$ cat src/rtl/cpu2.sv
// cpu2: execute stage of the 8-bit accumulator processor, with a 256x8 data RAM.
// Build with CPU2_INTERRUPT_EN defined to make opcode 11111 vector NextPctr to InteruptAdrReg.
module cpu2 #(
    parameter int MEM_DEPTH = 256
) (
    input  logic       clk,
    input  logic       reset,
    input  logic [4:0] StageRegInstr_out,
    input  logic [2:0] StageRegAddrMode_out,
    input  logic [7:0] StageRegData_out,
    input  logic [7:0] StageRegPCtr_out,
    input  logic [7:0] InteruptAdrReg,
    output logic [7:0] ACCout,
    output logic       coutRegout,
    output logic       zeroRegout,
    output logic       overflowRegout,
    output logic [7:0] NextPctr,
    output logic       StageComplete
);

    typedef enum logic [2:0] {
        S_DEC  = 3'd0,
        S_IND  = 3'd1,
        S_RD   = 3'd2,
        S_EXE  = 3'd3,
        S_DONE = 3'd4
    } state_t;

    localparam logic [4:0] OP_LDA = 5'b01000;
    localparam logic [4:0] OP_ADD = 5'b11010;
    localparam logic [4:0] OP_SUB = 5'b11100;
    localparam logic [4:0] OP_STA = 5'b11101;
    localparam logic [4:0] OP_AND = 5'b11110;
    localparam logic [4:0] OP_OR  = 5'b10000;
    localparam logic [4:0] OP_XOR = 5'b10001;
    localparam logic [4:0] OP_NOT = 5'b10010;
    localparam logic [4:0] OP_SHL = 5'b10011;
    localparam logic [4:0] OP_SHR = 5'b10100;
    localparam logic [4:0] OP_JMP = 5'b00100;
    localparam logic [4:0] OP_JZ  = 5'b00101;
    localparam logic [4:0] OP_JC  = 5'b00110;
`ifdef CPU2_INTERRUPT_EN
    localparam logic [4:0] OP_INT = 5'b11111;
`endif

    // Architectural state powers up to zero and is never touched by reset.
    state_t     state_q   = S_DEC;
    state_t     state_d;
    logic [4:0] instr_q   = '0;
    logic [2:0] mode_q    = '0;
    logic [7:0] data_q    = '0;
    logic [7:0] pc_q      = '0;
    logic [7:0] ea_q      = '0;
    logic [7:0] ea_d;
    logic [7:0] operand_q = '0;
    logic [7:0] operand_d;
    logic [7:0] acc_q     = '0;
    logic [7:0] acc_d;
    logic       cout_q    = 1'b0;
    logic       cout_d;
    logic       zero_q    = 1'b0;
    logic       zero_d;
    logic       ovf_q     = 1'b0;
    logic       ovf_d;
    logic [7:0] npc_q     = '0;
    logic [7:0] npc_d;
    logic       mem_we;
    logic       acc_wr;

    logic [7:0] mem [MEM_DEPTH];

    logic [8:0] sum9;
    logic [8:0] diff9;
    logic [7:0] pc_inc;

    assign sum9   = {1'b0, acc_q} + {1'b0, operand_q};
    assign diff9  = {1'b0, acc_q} - {1'b0, operand_q};
    assign pc_inc = pc_q + 8'd1;

`ifndef CPU2_INTERRUPT_EN
    logic unused_int;
    assign unused_int = ^InteruptAdrReg;
`endif

    function automatic logic add_ovf(input logic signed [7:0] a, input logic signed [7:0] b,
                                     input logic signed [7:0] r);
        return ((a < 0) == (b < 0)) && ((r < 0) != (a < 0));
    endfunction

    function automatic logic sub_ovf(input logic signed [7:0] a, input logic signed [7:0] b,
                                     input logic signed [7:0] r);
        return ((a < 0) != (b < 0)) && ((r < 0) != (a < 0));
    endfunction

    always_comb begin
        state_d   = state_q;
        ea_d      = ea_q;
        operand_d = operand_q;
        acc_d     = acc_q;
        cout_d    = cout_q;
        zero_d    = zero_q;
        ovf_d     = ovf_q;
        npc_d     = npc_q;
        mem_we    = 1'b0;
        acc_wr    = 1'b0;
        case (state_q)
            S_DEC: begin
                ea_d      = data_q;
                operand_d = data_q;
                case (mode_q)
                    3'd1:    state_d = S_RD;
                    3'd2:    state_d = S_IND;
                    default: state_d = S_EXE;
                endcase
            end
            S_IND: begin
                ea_d    = mem[data_q];
                state_d = S_RD;
            end
            S_RD: begin
                if (instr_q != OP_STA) begin
                    operand_d = mem[ea_q];
                end
                state_d = S_EXE;
            end
            S_EXE: begin
                state_d = S_DONE;
                npc_d   = pc_inc;
                case (instr_q)
                    OP_LDA: begin
                        acc_d  = operand_q;
                        acc_wr = 1'b1;
                    end
                    OP_ADD: begin
                        acc_d  = sum9[7:0];
                        cout_d = sum9[8];
                        ovf_d  = add_ovf(acc_q, operand_q, sum9[7:0]);
                        acc_wr = 1'b1;
                    end
                    OP_SUB: begin
                        acc_d  = diff9[7:0];
                        cout_d = ~diff9[8];
                        ovf_d  = sub_ovf(acc_q, operand_q, diff9[7:0]);
                        acc_wr = 1'b1;
                    end
                    OP_STA: mem_we = 1'b1;
                    OP_AND, OP_OR, OP_XOR, OP_NOT: begin
                        case (instr_q)
                            OP_AND:  acc_d = acc_q & operand_q;
                            OP_OR:   acc_d = acc_q | operand_q;
                            OP_XOR:  acc_d = acc_q ^ operand_q;
                            default: acc_d = ~acc_q;
                        endcase
                        cout_d = 1'b0;
                        ovf_d  = 1'b0;
                        acc_wr = 1'b1;
                    end
                    OP_SHL: begin
                        acc_d  = {acc_q[6:0], 1'b0};
                        cout_d = acc_q[7];
                        ovf_d  = 1'b0;
                        acc_wr = 1'b1;
                    end
                    OP_SHR: begin
                        acc_d  = {1'b0, acc_q[7:1]};
                        cout_d = acc_q[0];
                        ovf_d  = 1'b0;
                        acc_wr = 1'b1;
                    end
                    OP_JMP: npc_d = operand_q;
                    OP_JZ:  npc_d = zero_q ? operand_q : pc_inc;
                    OP_JC:  npc_d = cout_q ? operand_q : pc_inc;
`ifdef CPU2_INTERRUPT_EN
                    OP_INT: npc_d = InteruptAdrReg;
`else
`endif
                    default: ;
                endcase
                if (acc_wr) begin
                    zero_d = (acc_d == 8'd0);
                end
            end
            S_DONE:  state_d = S_DONE;
            default: state_d = S_DEC;
        endcase
    end

    // Reset low captures the stage register and restarts decode; data state is left alone.
    always_ff @(posedge clk) begin
        if (!reset) begin
            instr_q <= StageRegInstr_out;
            mode_q  <= StageRegAddrMode_out;
            data_q  <= StageRegData_out;
            pc_q    <= StageRegPCtr_out;
            state_q <= S_DEC;
            npc_q   <= 8'd0;
        end else begin
            state_q   <= state_d;
            ea_q      <= ea_d;
            operand_q <= operand_d;
            acc_q     <= acc_d;
            cout_q    <= cout_d;
            zero_q    <= zero_d;
            ovf_q     <= ovf_d;
            npc_q     <= npc_d;
            if (mem_we) begin
                mem[ea_q] <= acc_q;
            end
        end
    end

    assign ACCout         = acc_q;
    assign coutRegout     = cout_q;
    assign zeroRegout     = zero_q;
    assign overflowRegout = ovf_q;
    assign NextPctr       = npc_q;
    assign StageComplete  = (state_q == S_DONE);

endmodule

$ cat config.mk
export PLATFORM = sky130hd
export DESIGN_NAME = cpu2
export DESIGN_NICKNAME = d
export VERILOG_FILES = /design/src/rtl/cpu2.sv
export SDC_FILE = /design/constraint.sdc
export NUM_CORES = 2
export LEC_CHECK = 0
export CORE_MARGIN = 10
export CORE_UTILIZATION = 45
export DETAILED_ROUTE_END_ITERATION = 10
export PLACE_DENSITY = 0.69
export SLEW_MARGIN = 10
export SYNTH_ARGS = -nofsm -noshare
export SYNTH_HDL_FRONTEND = slang
export SYNTH_SLANG_ARGS = --single-unit
$ cat constraint.sdc
create_clock -name clk -period 6.9 [get_ports clk]
set_input_delay 1.035 -clock clk [delete_from_list [all_inputs] [get_ports clk]]
set_output_delay 1.035 -clock clk [all_outputs]
set_load 0.05 [all_outputs]
Word level (Yosys, flattened, before mapping)
Memories as Yosys holds them, arrays and structs flattened. A register that Yosys moved wholly into a read port is not among the register bits.
Index checks and enable logic that the tools add are counted.
{"block": "op_classes", "n_addsub": 3, "order_cmp": 4, "n_eq_ne": 25, "muxes": 22, "bitwise": 5, "n_reduce_logical": 18}
{"operator": "8-bit 2-to-1 mux", "count": 6}
{"operator": "8-bit case mux with 3 select lines", "count": 2}
{"operator": "8-bit case mux with 6 select lines", "count": 1}
{"operator": "5-bit == test (second input constant)", "count": 9}
{"operator": "8-bit by 1-bit < comparator with 1-bit output (second input constant)", "count": 4}
{"operator": "8-bit case mux with 2 select lines", "count": 2}
{"operator": "5-bit by 3-bit == test with 1-bit output (second input constant)", "count": 3}
{"operator": "3-bit case mux with 4 select lines", "count": 1}
{"operator": "3-bit AND reduction", "count": 4}
{"operator": "8-bit by 8-bit adder with 9-bit output", "count": 1}
{"operator": "3-bit by 2-bit == test with 1-bit output (second input constant)", "count": 3}
{"operator": "9-bit OR reduction", "count": 1}
{"operator": "8-bit by 8-bit subtractor with 9-bit output", "count": 1}
{"operator": "8-bit by 1-bit adder with 8-bit output (second input constant)", "count": 1}
{"operator": "8-bit AND", "count": 1}
{"operator": "8-bit logical NOT", "count": 1}
{"operator": "8-bit NOT", "count": 1}
{"operator": "8-bit OR", "count": 1}
{"operator": "8-bit XOR", "count": 1}
{"operator": "1-bit 2-to-1 mux", "count": 7}
{"operator": "3-bit by 1-bit == test with 1-bit output (second input constant)", "count": 2}
{"operator": "6-bit OR reduction", "count": 1}
{"operator": "5-bit by 4-bit == test with 1-bit output (second input constant)", "count": 1}
{"operator": "5-bit != test (second input constant)", "count": 1}
{"operator": "16 further kinds", "count": 21}
{"block": "totals", "register_bits": 62, "ram_bits": 2048, "word_cells": 90, "mem_count": 1}
{"name": "mem", "depth": 256, "word_bits": 8, "rd": 2, "rd_ports_with_merged_regs": 2, "wr": 1, "line_no": "70", "rtl": "logic [7:0] mem [MEM_DEPTH];"}

Depth between registers and ports, before layout
{"block": "depth", "word_depth": 6, "depth_mapped": 14}

Least setup slack after synthesis
No wires, ideal clock.
{"block": "synth_path", "path_type": "flip-flop to flip-flop", "start": "register acc_q[1] (netlist: ACCout[1])", "end": "register zero_q (netlist: zeroRegout), data pin", "setup_time_ns": 0.265, "arrival_time_ns": 6.151, "t_required_ns": 6.635, "setup_slack_ns": 0.484, "stages_incl_launch_ff": 10, "path_buffers": 0, "period_less_slack_ns": 6.416, "cell_sequence": "edfxtp_1 inv_1 ha_1 o21bai_1 a211o_1 a2111oi_0 nor2_1 or3_1 a41oi_1 nor4_1"}
{"block": "synth_via", "elab_chain_cells": 5}
{"element": "from (decl)", "line_no": "57", "rtl": "logic [7:0] acc_q = '0;"}
{"element": "from (signal assigned)", "line_no": "201", "rtl": "acc_q <= acc_d;"}
{"element": "parallel branches: the longest is 2 deep, another holds 8-bit by 8-bit subtractor with 9-bit output"}
{"element": "8-bit case mux with 6 select lines *", "line_no": "129", "rtl": "case (instr_q)"}
{"element": "8-bit 2-to-1 mux *", "line_no": "106", "rtl": "case (state_q)"}
{"element": "8-bit logical NOT *", "line_no": "180", "rtl": "zero_d = (acc_d == 8'd0);"}
{"element": "to (signal assigned)", "line_no": "203", "rtl": "zero_q <= zero_d;"}
{"element": "to (decl)", "line_no": "61", "rtl": "logic zero_q = 1'b0;"}
Mark *: on every way between the ends. The select of a mux whose other input is x is not followed.
A chain may end at the register's enable or synchronous reset.

Final worst setup path
{"block": "layout_path", "start": "register state_q[0]", "end": "memory mem[90][4], enable pin"}
{"block": "layout_via", "elab_chain_cells": 5}
{"element": "from (decl)", "line_no": "47", "rtl": "state_t state_q = S_DEC;"}
{"element": "from (signal assigned)", "line_no": "198", "rtl": "state_q <= state_d;"}
{"element": "3-bit by 2-bit == test with 1-bit output", "line_no": "106"}
{"element": "1-bit 2-to-1 mux", "line_no": "106"}
{"element": "1-bit 2-to-1 mux", "line_no": "206", "rtl": "if (mem_we) begin"}
{"element": "1-bit 2-to-1 mux", "line_no": "190", "rtl": "if (!reset) begin"}
{"element": "1-bit 2-to-1 mux (not written as such)", "line_no": "207", "rtl": "mem[ea_q] <= acc_q;"}
{"element": "to (decl)", "line_no": "70"}
Every way passes these cells.

==> results by stage <==
Global route:
- The initial antenna violation count is 6.
- In the global route stage, overall resource usage came out at 0.237.
- The number of global-route vias before repair came to around 56,000.
- Entering global routing, the biggest net connects between 150 and 200 pins.
- Summed over all layers, the global routing overflow is 0.
- The first global-routing pass estimated around 420,000 um of wire.

Timing:
- The number of slew-limit violations in the final report is 0.
- Setup repair after global routing left no endpoint under its margin.
- The fmax is 189 MHz.
- The worst slew margin relative to its limit is 0.117.
- Setup violations remaining at the end of the flow were counted as 0.
- The post-layout minimum cycle time is between 5000 and 6000 ps.
- The count of final hold-check violations was 0.
- The setup total negative slack is 0 ps.
- Clock skew on the completed layout was measured at around 25 ps.
- In the finished design, the share of the clock period the worst path needs comes to 0.765.
- The slew at the pin closest to its max-slew limit is 1330 ps.

Synthesis:
- For this run, the register share of the synthesized area comes to 0.634.
- The proportion of register bits with asynchronous set or reset after synthesis is 0.
- The multiplexer share of the synthesized area is 0.274.
- The total of flip-flops plus latches after synthesis is roughly 2,100.
- The number of flops mapped to enable cells by yosys is between 2,000 and 2,500.
- Of the total synthesized cell area, the portion taken by AND, OR, NAND and NOR gates is 0.0382.
- The distinct cell type count after synthesis is slightly below 80.
- During synthesis, Yosys emitted a total of 0 warnings.
- Synthesis handed over a netlist of between 5,000 and 6,000 instances.
- The compound-gate portion of the synthesized area was 0.0276.
- The share of the synthesized netlist area taken by xor and xnor gates is 0.000961.
- The most used flip-flop cell after synthesis is sky130_fd_sc_hd__edfxtp_1.
- The number of nets in the synthesized netlist is a little over 5,000.
- The largest family of logic cells by synthesized area is multiplexers.
- The mean instance size in the synthesized netlist is between 15 and 20 um2.
- The mapped netlist covers about 100,000 um2.
- Of the total synthesized cell area, the portion taken by full adders, half adders and majority gates is 0.00352.

Outcome:
- The run finished with clean final reports.

Setup path:
- Broken down by cell family, the worst path's largest delay share belongs to simple AND/OR/NAND/NOR gates.
- The buffers plus inverters on the worst setup path is 0.
- The reg-to-reg critical path endpoint is mem[90][4]$_DFFE_PP_.
- The delay of the slowest cell on the worst path is about 1200 ps.
- The critical-path cell with the highest stage delay is sky130_fd_sc_hd__nor2_1.
- The start-to-end type of the worst setup path is flop to flop.
- STA classifies the critical path endpoint as a flop.
- Of all nets on the critical path, the largest fanout is 16.
- The worst register-to-register path has a depth of 6.
- Walking the worst path, the cells encountered are nand3b_1 -> nor2_1 -> nand2_1 -> nor3b_1 -> nand2_1 -> nor2_1.
- For flop-to-flop paths, the worst setup slack is 1620 ps.
- The arrival time of data at the critical path endpoint is 5740 ps.
- The startpoint type of the worst setup path is a flop.
- The start of the worst register-to-register path is state_q[0]$_SDFF_PN0_.
- Data on the critical path is required at its endpoint by between 7000 and 8000 ps.

Clocking:
- The deepest clock path buffer count is 3.
- The clock insertion delay at the later pin of the skew report is ~860 ps.
- The number of hold buffers added after CTS was 0.
- Clock-pin slew was measured on the worst setup and hold paths at approximately 60 ps.
- The tree built by TritonCTS fans out to ~2,100 sinks.
- The H-tree generated during clock tree synthesis spans 4 levels.
- TritonCTS built the clock tree.
- Clock tree synthesis selected as its root buffer the cell sky130_fd_sc_hd__clkbuf_16.
- The number of gates given a new drive strength after cts is 0.
- The CTS buffer count is 213.
- After clock tree synthesis, the setup repair step added 0 buffers.

Power and ir drop:
- Of the total power, the share spent switching nets is 0.259.
- The highest ir drop seen on vdd is just over 0.3 mV.
- In this run the power density over the cells is between 200 and 300 nW/um2.
- The analysis attributes to net switching a power of 0.00803 W.
- The sequential cell fraction of total power is 0.464.
- Internal power comes to between 0.02 and 0.025 W.
- The share of total power dissipated in the clock network is 0.378.
- The leakage dissipation is about 34 nW.
- The share of total power dissipated in combinational logic is 0.158.

Die:
- Measured along the x axis, the die boundary spans between 400 and 500 um.
- The total I/O pin count is between 50 and 60.
- The area of the die is around 240,000 um2.
- The die is about 490 um tall.
- The effective utilization at floorplan is 0.452.
- The floorplan has approximately 170 rows.
- The placeable core area is 222,000 um2.

Worst hold path:
- The worst hold path cell count is 2.
- The path with the worst hold slack has its endpoint at NextPctr[6]$_SDFFE_PN0P_.
- The worst hold path begins at NextPctr[6]$_SDFFE_PN0P_.
- The tightest min-delay check is of the flop to flop type.

Detailed routing:
- Dividing the detail-routed wire length by the instance count gives between 30 and 40 um.
- The final antenna-violating net count is 0.
- The number of iterations in the first detailed-routing pass is 6.
- The final wirelength is 294,000 um.
- The number of DRC markers after the initial detailed-route iteration is 8,568.
- The ratio of routed vias to standard cells is 6.74.
- The total number of vias is between 50,000 and 60,000.
- The remaining routing DRC violations is 0.

Layout:
- For this run, the post-layout net count is around 5,200.
- With fillers left out, the area of the finished cells amounts to 111,000 um2.
- The fraction of layout cells with a size suffix above 1 is 0.310.
- The area overhead of the layout relative to synthesis is 10.6%.

Flow run:
- The tool flagged a number of max-cap violations equal to 0.

Placed design:
- The congestion estimate from routability-driven global placement came to between 1 and 1.5.
- The count of buffers inserted at the top-level ports is 45.
- The HPWL after detailed placement is around 190,000 um.
- The area after detailed placement is 104,000 um2.
-- state kept, by name, summed over array words and instances, names as in the netlist, named ones only --
name and cells:
mem 2048, ACCout 8, NextPctr 8, data_q 8
ea_q 8, operand_q 8, pc_q 8, instr_q 5
mode_q 3, state_q 3, coutRegout 1, overflowRegout 1
zeroRegout 1
-- cell usage in the layout, fill, tap and decap left out, types with 33 or more instances in the layout --
cell	count
sky130_fd_sc_hd__mux4_2	1123
sky130_fd_sc_hd__nor4_1	38
sky130_fd_sc_hd__mux2i_1	177
sky130_fd_sc_hd__nand3_1	43
sky130_fd_sc_hd__a22oi_1	61
sky130_fd_sc_hd__buf_4	129
sky130_fd_sc_hd__nor2_1	332
sky130_fd_sc_hd__nor2b_1	60
sky130_fd_sc_hd__clkbuf_1	44
sky130_fd_sc_hd__clkinv_1	47
sky130_fd_sc_hd__clkinv_2	42
sky130_fd_sc_hd__nor3_1	67
sky130_fd_sc_hd__o22ai_1	51
sky130_fd_sc_hd__inv_1	35
sky130_fd_sc_hd__edfxtp_1	2099
sky130_fd_sc_hd__a21oi_1	58
sky130_fd_sc_hd__mux2_2	33
sky130_fd_sc_hd__clkdlybuf4s50_1	45
sky130_fd_sc_hd__a211oi_1	59
sky130_fd_sc_hd__nand2_1	166
sky130_fd_sc_hd__clkbuf_16	216
-- how the worst max path moves through the flow --
| stage | end | cells past startpoint | slack (ps) | start |
|---|---|---|---|---|
| after CTS | mem[91][4]$_DFFE_PP_ | 6 | 1990 | instr_q[4]$_DFFE_PN_ |
| after global routing | mem[90][4]$_DFFE_PP_ | 6 | 1800 | instr_q[3]$_DFFE_PN_ |
| after floorplan | zeroRegout$_DFFE_PP_ | 9 | 480 | ACCout[1]$_DFFE_PP_ |
| after global placement | mem[90][4]$_DFFE_PP_ | 8 | 1320 | reset |
| after detailed placement | mem[91][4]$_DFFE_PP_ | 8 | 1280 | reset |
| final | mem[90][4]$_DFFE_PP_ | 6 | 1620 | state_q[0]$_SDFF_PN0_ |
-- routing by layer --
layer,track usage,part of all wire,vias to the layer above
met4,0.0990,0.051,0
met2,0.366,0.46,3704
met3,0.0705,0.12,639
met1,0.317,0.36,29628
met5,0,0,-
li1,-,-,22111
-- synthesized netlist by cell type, types with 6 or more instances --
master | instances | area share
sky130_fd_sc_hd__o21ai_0 | 23 | 0.0011
sky130_fd_sc_hd__a221oi_1 | 7 | 0.00061
sky130_fd_sc_hd__nor3b_1 | 6 | 0.00045
sky130_fd_sc_hd__and2_1 | 9 | 0.00056
sky130_fd_sc_hd__nor3_1 | 67 | 0.0033
sky130_fd_sc_hd__dfxtp_1 | 27 | 0.0054
sky130_fd_sc_hd__or3_1 | 8 | 0.00050
sky130_fd_sc_hd__nand3_1 | 43 | 0.0021
sky130_fd_sc_hd__nor4_1 | 39 | 0.0024
sky130_fd_sc_hd__nor3_2 | 6 | 0.00060
sky130_fd_sc_hd__nor2_1 | 333 | 0.012
sky130_fd_sc_hd__buf_6 | 32 | 0.0036
sky130_fd_sc_hd__buf_4 | 57 | 0.0043
sky130_fd_sc_hd__mux2_2 | 33 | 0.0037
sky130_fd_sc_hd__edfxtp_1 | 2099 | 0.63
sky130_fd_sc_hd__inv_1 | 36 | 0.0013
sky130_fd_sc_hd__nor2b_1 | 61 | 0.0038
sky130_fd_sc_hd__nand2_1 | 166 | 0.0062
sky130_fd_sc_hd__a31oi_1 | 9 | 0.00056
sky130_fd_sc_hd__nand4_1 | 8 | 0.00050
sky130_fd_sc_hd__a22oi_1 | 61 | 0.0046
sky130_fd_sc_hd__nand2b_1 | 20 | 0.0012
sky130_fd_sc_hd__o211ai_1 | 28 | 0.0021
sky130_fd_sc_hd__ha_1 | 25 | 0.0031
sky130_fd_sc_hd__o22ai_1 | 51 | 0.0032
sky130_fd_sc_hd__mux2i_1 | 177 | 0.018
sky130_fd_sc_hd__clkbuf_1 | 154 | 0.0058
sky130_fd_sc_hd__o31ai_1 | 10 | 0.00075
sky130_fd_sc_hd__a21oi_1 | 58 | 0.0029
sky130_fd_sc_hd__a41o_1 | 6 | 0.00060
sky130_fd_sc_hd__and3_1 | 14 | 0.00087
sky130_fd_sc_hd__buf_2 | 122 | 0.0061
sky130_fd_sc_hd__a211oi_1 | 59 | 0.0044
sky130_fd_sc_hd__mux4_2 | 1123 | 0.25
sky130_fd_sc_hd__buf_1 | 32 | 0.0012
sky130_fd_sc_hd__xnor2_1 | 7 | 0.00061
sky130_fd_sc_hd__a2111oi_0 | 24 | 0.0021
-- metrics by stage --
step,hold WS (ps),total power [W],worst slack (ps),instances,util
3_5_place_dp,461,0.0195,1280,7913,0.468
6_report,474,0.0310,1620,8315,0.499
4_1_cts,469,0.0310,1990,8313,0.499
5_1_grt,495,0.0317,1800,8314,0.499
2_1_floorplan,491,0.0179,484,5137,-
3_3_place_gp,461,0.0194,1320,7913,0.468
-- power by group through the flow --
stage | registers, W | clock network [W] | logic (W)
floorplan | 0.0146 | 0 | 0.00333
global placement | 0.0146 | 0 | 0.00479
detailed placement | 0.0146 | 0 | 0.00483
CTS | 0.0144 | 0.0118 | 0.00484
global route | 0.0144 | 0.0123 | 0.00506
finish | 0.0144 | 0.0117 | 0.00489
-- cell families (layout without fill, tap and decap cells) --
group	count (synthesis)	in the layout
compound gates	389	389
simple gates	815	815
flops	2126	2126
xor+xnor	11	11
buf+inv	436	637
mux	1333	1333
fa+ha+maj	27	27
other cells	0	2
-- tightest hold or removal path: stages, from the launching register on --
cell                      delay, ps
sky130_fd_sc_hd__dfxtp_1        310
sky130_fd_sc_hd__nand2_1         60
sky130_fd_sc_hd__a21oi_1         60
-- final cells by class --
class / count / area, um2
flip-flops and latches: 2126 / 63600
clock inverters: 139 / 1410
inverters: 38 / 143
multi-input cells: 2575 / 34500
clock buffers: 261 / 5580
fillers: 17623 / 111000
repair buffers: 199 / 1920
diodes: 2 / 5.00
well taps: 2975 / 3720
(Power assumes the default switching activity.)
